<file path="config.mk">
export PLATFORM = sky130hd
export DESIGN_NAME = divide_sched_f32
export DESIGN_NICKNAME = d
export VERILOG_FILES = /design/src/rtl/divide_sched_f32_pkg.sv /design/src/rtl/divide_sched_f32_rr_arbiter.sv /design/src/rtl/divide_sched_f32.sv
export SDC_FILE = /design/constraint.sdc
export NUM_CORES = 1
export LEC_CHECK = 0
export ABC_AREA = 1
export BUFFER_PORTS_ARGS = -buffer_cell sky130_fd_sc_hd__buf_2
export CAP_MARGIN = 10
export CORE_ASPECT_RATIO = 0.5
export CORE_MARGIN = 2
export CORE_UTILIZATION = 44
export CTS_BUF_LIST = sky130_fd_sc_hd__clkbuf_8
export DETAILED_ROUTE_END_ITERATION = 10
export GPL_ROUTABILITY_DRIVEN = 1
export GPL_TIMING_DRIVEN = 0
export PLACE_DENSITY_LB_ADDON = 0.25
export REMOVE_ABC_BUFFERS = 1
export SYNTH_ARGS = -nofsm -noshare
export SYNTH_HDL_FRONTEND = slang
export SYNTH_SLANG_ARGS = --single-unit
</file>
<file path="constraint.sdc">
create_clock -name clk -period 2.9 [get_ports clk]
set_clock_uncertainty 0.05 [all_clocks]
set_input_delay 0.58 -clock clk [delete_from_list [all_inputs] [get_ports clk]]
set_output_delay 0.58 -clock clk [all_outputs]
set_load 0.01 [all_outputs]
</file>
<file path="src/rtl/divide_sched_f32_pkg.sv">
// Shared encodings and fp32 constants for the divide scheduler and its arbiter.
package divide_sched_f32_pkg;

    typedef enum logic [1:0] {
        IDLE  = 2'd0,
        ISSUE = 2'd1,
        WAIT  = 2'd2,
        RESP  = 2'd3
    } state_t;

    typedef enum logic [1:0] {
        ERR_OK      = 2'b00,
        ERR_DIV0    = 2'b01,
        ERR_TIMEOUT = 2'b10
    } err_t;

    localparam logic [31:0] FP32_QNAN    = 32'h7FC0_0000;
    localparam logic [7:0]  FP32_INF_EXP = 8'hFF;

    // Signed infinity returned for x/0, sign is the xor of the operand signs.
    function automatic logic [31:0] fp32_signed_inf(input logic sign);
        return {sign, FP32_INF_EXP, 23'd0};
    endfunction

    function automatic logic fp32_is_zero(input logic [31:0] x);
        return (x[30:0] == 31'd0);
    endfunction

endpackage

</file>
<file path="src/rtl/divide_sched_f32_rr_arbiter.sv">
// Round-robin picker: first requester after ptr (with wrap) wins.
module rr_arbiter #(
    parameter  int NREQ = 4,
    localparam int IDW  = (NREQ > 1) ? $clog2(NREQ) : 1
) (
    input  logic [NREQ-1:0] req,
    input  logic [IDW-1:0]  ptr,
    output logic [NREQ-1:0] gnt,
    output logic [IDW-1:0]  gnt_idx
);

    logic           found;
    logic [IDW-1:0] idx;

    always_comb begin
        // NOTE: every output and temporary gets a default before the loop so no latch is inferred.
        gnt     = '0;
        gnt_idx = '0;
        found   = 1'b0;
        idx     = '0;
        for (int k = 1; k <= NREQ; k++) begin
            idx = IDW'((int'(ptr) + k) % NREQ);
            if (!found && req[idx]) begin
                found    = 1'b1;
                gnt[idx] = 1'b1;
                gnt_idx  = idx;
            end
        end
    end

endmodule

</file>
<file path="src/rtl/divide_sched_f32.sv">
// Shares one fp32 divide unit among NREQ requesters, one transaction in flight,
// with divide-by-zero bypass and a completion timeout.
module divide_sched_f32
    import divide_sched_f32_pkg::*;
#(
    parameter  int NREQ    = 4,
    parameter  int TIMEOUT = 32,
    localparam int IDW     = (NREQ > 1) ? $clog2(NREQ) : 1
) (
    input  logic              clk,
    input  logic              rst,
    input  logic [NREQ-1:0]   req_valid,
    input  logic [NREQ*32-1:0] req_num,
    input  logic [NREQ*32-1:0] req_den,
    output logic [NREQ-1:0]   req_ready,
    output logic              rsp_valid,
    output logic [IDW-1:0]    rsp_id,
    output logic [31:0]       rsp_quo,
    output logic [1:0]        rsp_err,
    input  logic              rsp_ready,
    output logic              du_start,
    output logic [31:0]       du_num,
    output logic [31:0]       du_den,
    input  logic              du_done,
    input  logic [31:0]       du_quo,
    output logic              busy
);

    localparam int CNTW = $clog2(TIMEOUT) + 1;

    state_t          state;
    logic [IDW-1:0]  ptr;
    logic [IDW-1:0]  id_q;
    logic [31:0]     num_q;
    logic [31:0]     den_q;
    logic [31:0]     quo_q;
    err_t            err_q;
    logic [CNTW-1:0] wait_cnt;
    logic [CNTW-1:0] cnt_next;

    logic [NREQ-1:0] gnt;
    logic [IDW-1:0]  gnt_idx;
    logic [31:0]     num_sel;
    logic [31:0]     den_sel;
    logic            in_du;

    rr_arbiter #(.NREQ(NREQ)) u_arb (
        .req     (req_valid),
        .ptr     (ptr),
        .gnt     (gnt),
        .gnt_idx (gnt_idx)
    );

    assign num_sel  = req_num[32*gnt_idx +: 32];
    assign den_sel  = req_den[32*gnt_idx +: 32];
    assign cnt_next = wait_cnt + 1'b1;

    always_ff @(posedge clk or negedge rst) begin
        // NOTE: sequential state uses non-blocking assignments only, so every branch sees pre-edge values.
        if (!rst) begin
            state    <= IDLE;
            ptr      <= IDW'(NREQ - 1);
            id_q     <= '0;
            num_q    <= '0;
            den_q    <= '0;
            quo_q    <= '0;
            err_q    <= ERR_OK;
            wait_cnt <= '0;
        end else begin
            case (state)
                IDLE: begin
                    if (|req_valid) begin
                        ptr   <= gnt_idx;
                        id_q  <= gnt_idx;
                        num_q <= num_sel;
                        den_q <= den_sel;
                        if (fp32_is_zero(den_sel)) begin
                            quo_q <= fp32_signed_inf(num_sel[31] ^ den_sel[31]);
                            err_q <= ERR_DIV0;
                            state <= RESP;
                        end else begin
                            state <= ISSUE;
                        end
                    end
                end
                ISSUE: begin
                    wait_cnt <= '0;
                    state    <= WAIT;
                end
                WAIT: begin
                    // A done arriving on the timeout cycle still delivers the real quotient.
                    if (du_done) begin
                        quo_q <= du_quo;
                        err_q <= ERR_OK;
                        state <= RESP;
                    end else if (cnt_next == CNTW'(TIMEOUT - 1)) begin
                        quo_q <= FP32_QNAN;
                        err_q <= ERR_TIMEOUT;
                        state <= RESP;
                    end else begin
                        wait_cnt <= cnt_next;
                    end
                end
                RESP: begin
                    if (rsp_ready) state <= IDLE;
                end
                default: state <= IDLE;
            endcase
        end
    end

    // Accept pulse is combinational with the grant; rst gating keeps it quiet during reset.
    assign req_ready = (rst && state == IDLE) ? gnt : '0;

    assign in_du    = (state == ISSUE) || (state == WAIT);
    assign du_start = (state == ISSUE);
    assign du_num   = in_du ? num_q : '0;
    assign du_den   = in_du ? den_q : '0;

    assign rsp_valid = (state == RESP);
    assign rsp_id    = rsp_valid ? id_q  : '0;
    assign rsp_quo   = rsp_valid ? quo_q : '0;
    assign rsp_err   = rsp_valid ? err_q : ERR_OK;

    assign busy = (state != IDLE);

endmodule

</file>
==> impl_results.md <==
- Run status: finished, violations left
- Failing checks: setup timing
- Die Span Y: around 100 um
- Final Net Count: about 2.1k
- Final period util: 122%
- Post-DRT Antenna Nets: 0
- Die area: slightly below 0.02 sq mm
- Delay-heaviest family, CP: simple AND/OR/NAND/NOR gates
- Number of global-route vias before repair: roughly 9.7k
- # hold bufs at CTS: 0
- Initial antenna violation count: 1
- Synth area leader: dfrtp_1
- Setup slack after layout: -0.643 ns
- DRC Markers: 0
- R2R Setup Slk: -0.64 ns
- Layout area overhead: 50.8%
- Mean post-synth cell area: about 6.2 sq um
- Starting Density: roughly 45%
- DR vias: 10.9k
- Cell count after placement: 1876
- Max H-tree Level: 3
- Asr flop ratio synth: 100%
- Top_reg_cell synth: dfrtp_1
- Final min period: roughly 3.5 ns
- Area share of the largest cell type after synthesis: about a third
- Adder-Cell Fraction of Synth Area: about 1.8%
- EDFF count, synth: 0
- CTS max path bufs: 2
- Max Slew Vio Count: 0
- Core area: about 0.018 sq mm
- Slew at the pin closest to its max-slew limit: about 1.1 ns
- Largest family of logic cells by synthesized area: simple AND/OR/NAND/NOR gates
- Row count: 35
- Drt via density: about 5.5
- Largest net degree at the start of global routing: 74
- Final setup viols: 57
- Crit Path Class: register to register
- Worst Path Max Fanout: 13
- Worst path slowest cell: dfstp_2
- Clk_lat worst skew: just under 0.4 ns
- Req. time, crit path: approximately 3.2 ns
- Critical Path End Type: register
- N_diodes: 0
- Layout cells sized above 1: a little under two fifths
- # IOs: between 400 and 500
- Crit path cell chain: clkinvlp_4 -> ha_4 -> inv_4 -> nand3_4 -> nand2_8 -> nor2_8 -> buf_12 -> nand4_4 -> buf_12 -> buf_16 -> nand3_1 -> nand3_1 -> nand2_2 -> nand2_2 -> nor2_2 -> nand2_1 -> nor2_4 -> nand2_4 -> nand2_8 -> buf_8 -> nand3_2 -> nand2_1
- Worst path depth: 22
- CTS Buf Count: 9
- Sequential fraction of the synthesis area: approximately a third
- RD Place Congestion: between 0.8 and 0.9
- Post-route insts no fill: 1990
- RSZ-0062 raised after global routing: yes
- Dpl hpwl: slightly below 20000 um
- Final Hold Viols: 0
- YS warnings: 0
- Grt ovf: 0
- Initial drt markers: 1011
- Max_cap viols: 0
- Die Width: approximately 200 um
- Routed len/inst: 17.9 um
- Slowest cell delay on critical path: 0.58 ns
- CP arrival: 3.82 ns
- Reg-to-Reg Start: ptr[1]
- Yosys cell types: 40
- Post-synth top cells: nand2_1, nand3_1, inv_1
- DP Worst Slack: -2.40 ns
- # fillers: 1597
- WL final: 35600 um
- Worst slew margin: between 20 and 30%
- Synth Area in Compound Gates: 4.37%
- Buffers on Ports: around 400
- Worst setup SP type: register
- Synth Cell Area: between 0.008 and 0.009 sq mm
- Multiplexer share of the synthesized area: 0%
- 1st-pass router iterations: 6
- CTS Root Cell: clkbuf_8
- Synth Area in XOR/XNOR: less than 1%
- Number of buffers and inverters on the critical path: 6
- Post-Syn Instances: around 1.3k
- #FFs+latches synth: 110
- Min-delay worst type: input port to asynchronous set/reset pin
- CTS clk-pin slew, worst paths: about 0.11 ns
- Crit path from: ptr[1]
- Reg2Reg Depth: 22
- Post-Synth Simple-Gate Area: between 40% and 50%
- GRT Total Usage: 32.6%
- CTS tree: built
- Top cells by area, synth: dfrtp_1, nand2_1, nand3_1, inv_1, o21ai_0
- Count leader, synth: nand2_1
- Global-route wire length before repair: 50600 um
- Reg2reg end: quo_q[14]
- Clock sink count: 110
- Peak Freq: approximately 280 MHz
==> logic make-up (layout without fill, tap and decap cells) <==
group,count (synthesis),after routing
simple gates,882,893
buf+inv,244,667
flops,110,110
compound gates,62,63
fa+ha+maj,12,12
xor+xnor,5,5
==> worst max-delay path by stage <==
stage,end,slack [ns]
5_1_grt,quo_q[15],-0.76
2_1_floorplan,quo_q[0],-4.91
4_1_cts,quo_q[14],-0.45
3_3_place_gp,quo_q[27],-8.24
6_report,quo_q[14],-0.64
3_5_place_dp,quo_q[8],-2.40
==> cell type report <==
class	count	area [sq um]	area share (%)
Clock buffer	9	124	1.01
Inverter	151	599	4.87
Multi-Input combinational cell	973	5090	41.3
Timing Repair Buffer	500	3390	27.5
Tap cell	240	300	2.44
Sequential cell	110	2760	22.4
Clock inverter	7	57.6	0.467
==> cells in the final DEF (no fill, tap or decap), types with 7 or more instances in the layout <==
cell         n
nand2_1    458
nand2_8     11
buf_4       51
buf_12      13
nand2_2     25
clkbuf_8     9
o21ai_0     31
nor2_1      30
dfrtp_1    108
ha_1        10
nand3_1    292
nand3_2     33
buf_6        9
inv_1      143
buf_2      401
buf_16      13
or2_2        8
o21ai_1     10
nand2_4     12
clkbuf_16    7
==> metrics by stage <==
| step | area, sq um | hold slack, ns | setup TNS [ns] | util, % |
|---|---|---|---|---|
| 2_1_floorplan | 7730 | 0.234 | -435.65 | - |
| 3_3_place_gp | 10000 | 0.403 | -767.37 | 54.9 |
| 6_report | 12300 | 0.0344 | -24.28 | 67.3 |
| 4_1_cts | 11500 | 0.0243 | -16.66 | 63.0 |
| 5_1_grt | 12300 | 0.0342 | -30.75 | 67.3 |
| 3_5_place_dp | 10300 | 0.409 | -140.09 | 56.5 |
==> flip-flops by register name (all words and copies together), names as in the netlist <==
name      flops
den_q        32
num_q        32
quo_q        32
wait_cnt      6
err_q         2
id_q          2
ptr           2
state         2
==> worst reg2reg max path: cells and delay by family, from the launching register on <==
kind | cells | cell delay (ns)
DFF | 1 | 0.58
adders and majority gates | 1 | 0.33
and+or+nand+nor | 15 | 1.65
buffers and inverters | 6 | 0.84
==> per-layer routing <==
layer / global-route usage, % / part of all wire (%) / vias up
met5: 0 / 0.031 / -
met4: 10.4 / 3.2 / 2
met3: 8.84 / 12 / 115
met2: 54.2 / 46 / 693
met1: 41.9 / 39 / 5081
li1: - / - / 5043
==> what timing repair did <==
action,in CTS,in global routing
resized for setup,64,102
setup buffers,38,32
hold endpoints to repair,0,0
setup endpoints to repair,107,140
gates cloned,22,8
pin swaps,30,59
Power is left out: the tool's default activity adds up to more than one toggle a clock period on the data nets, which glitch-free logic cannot reach.
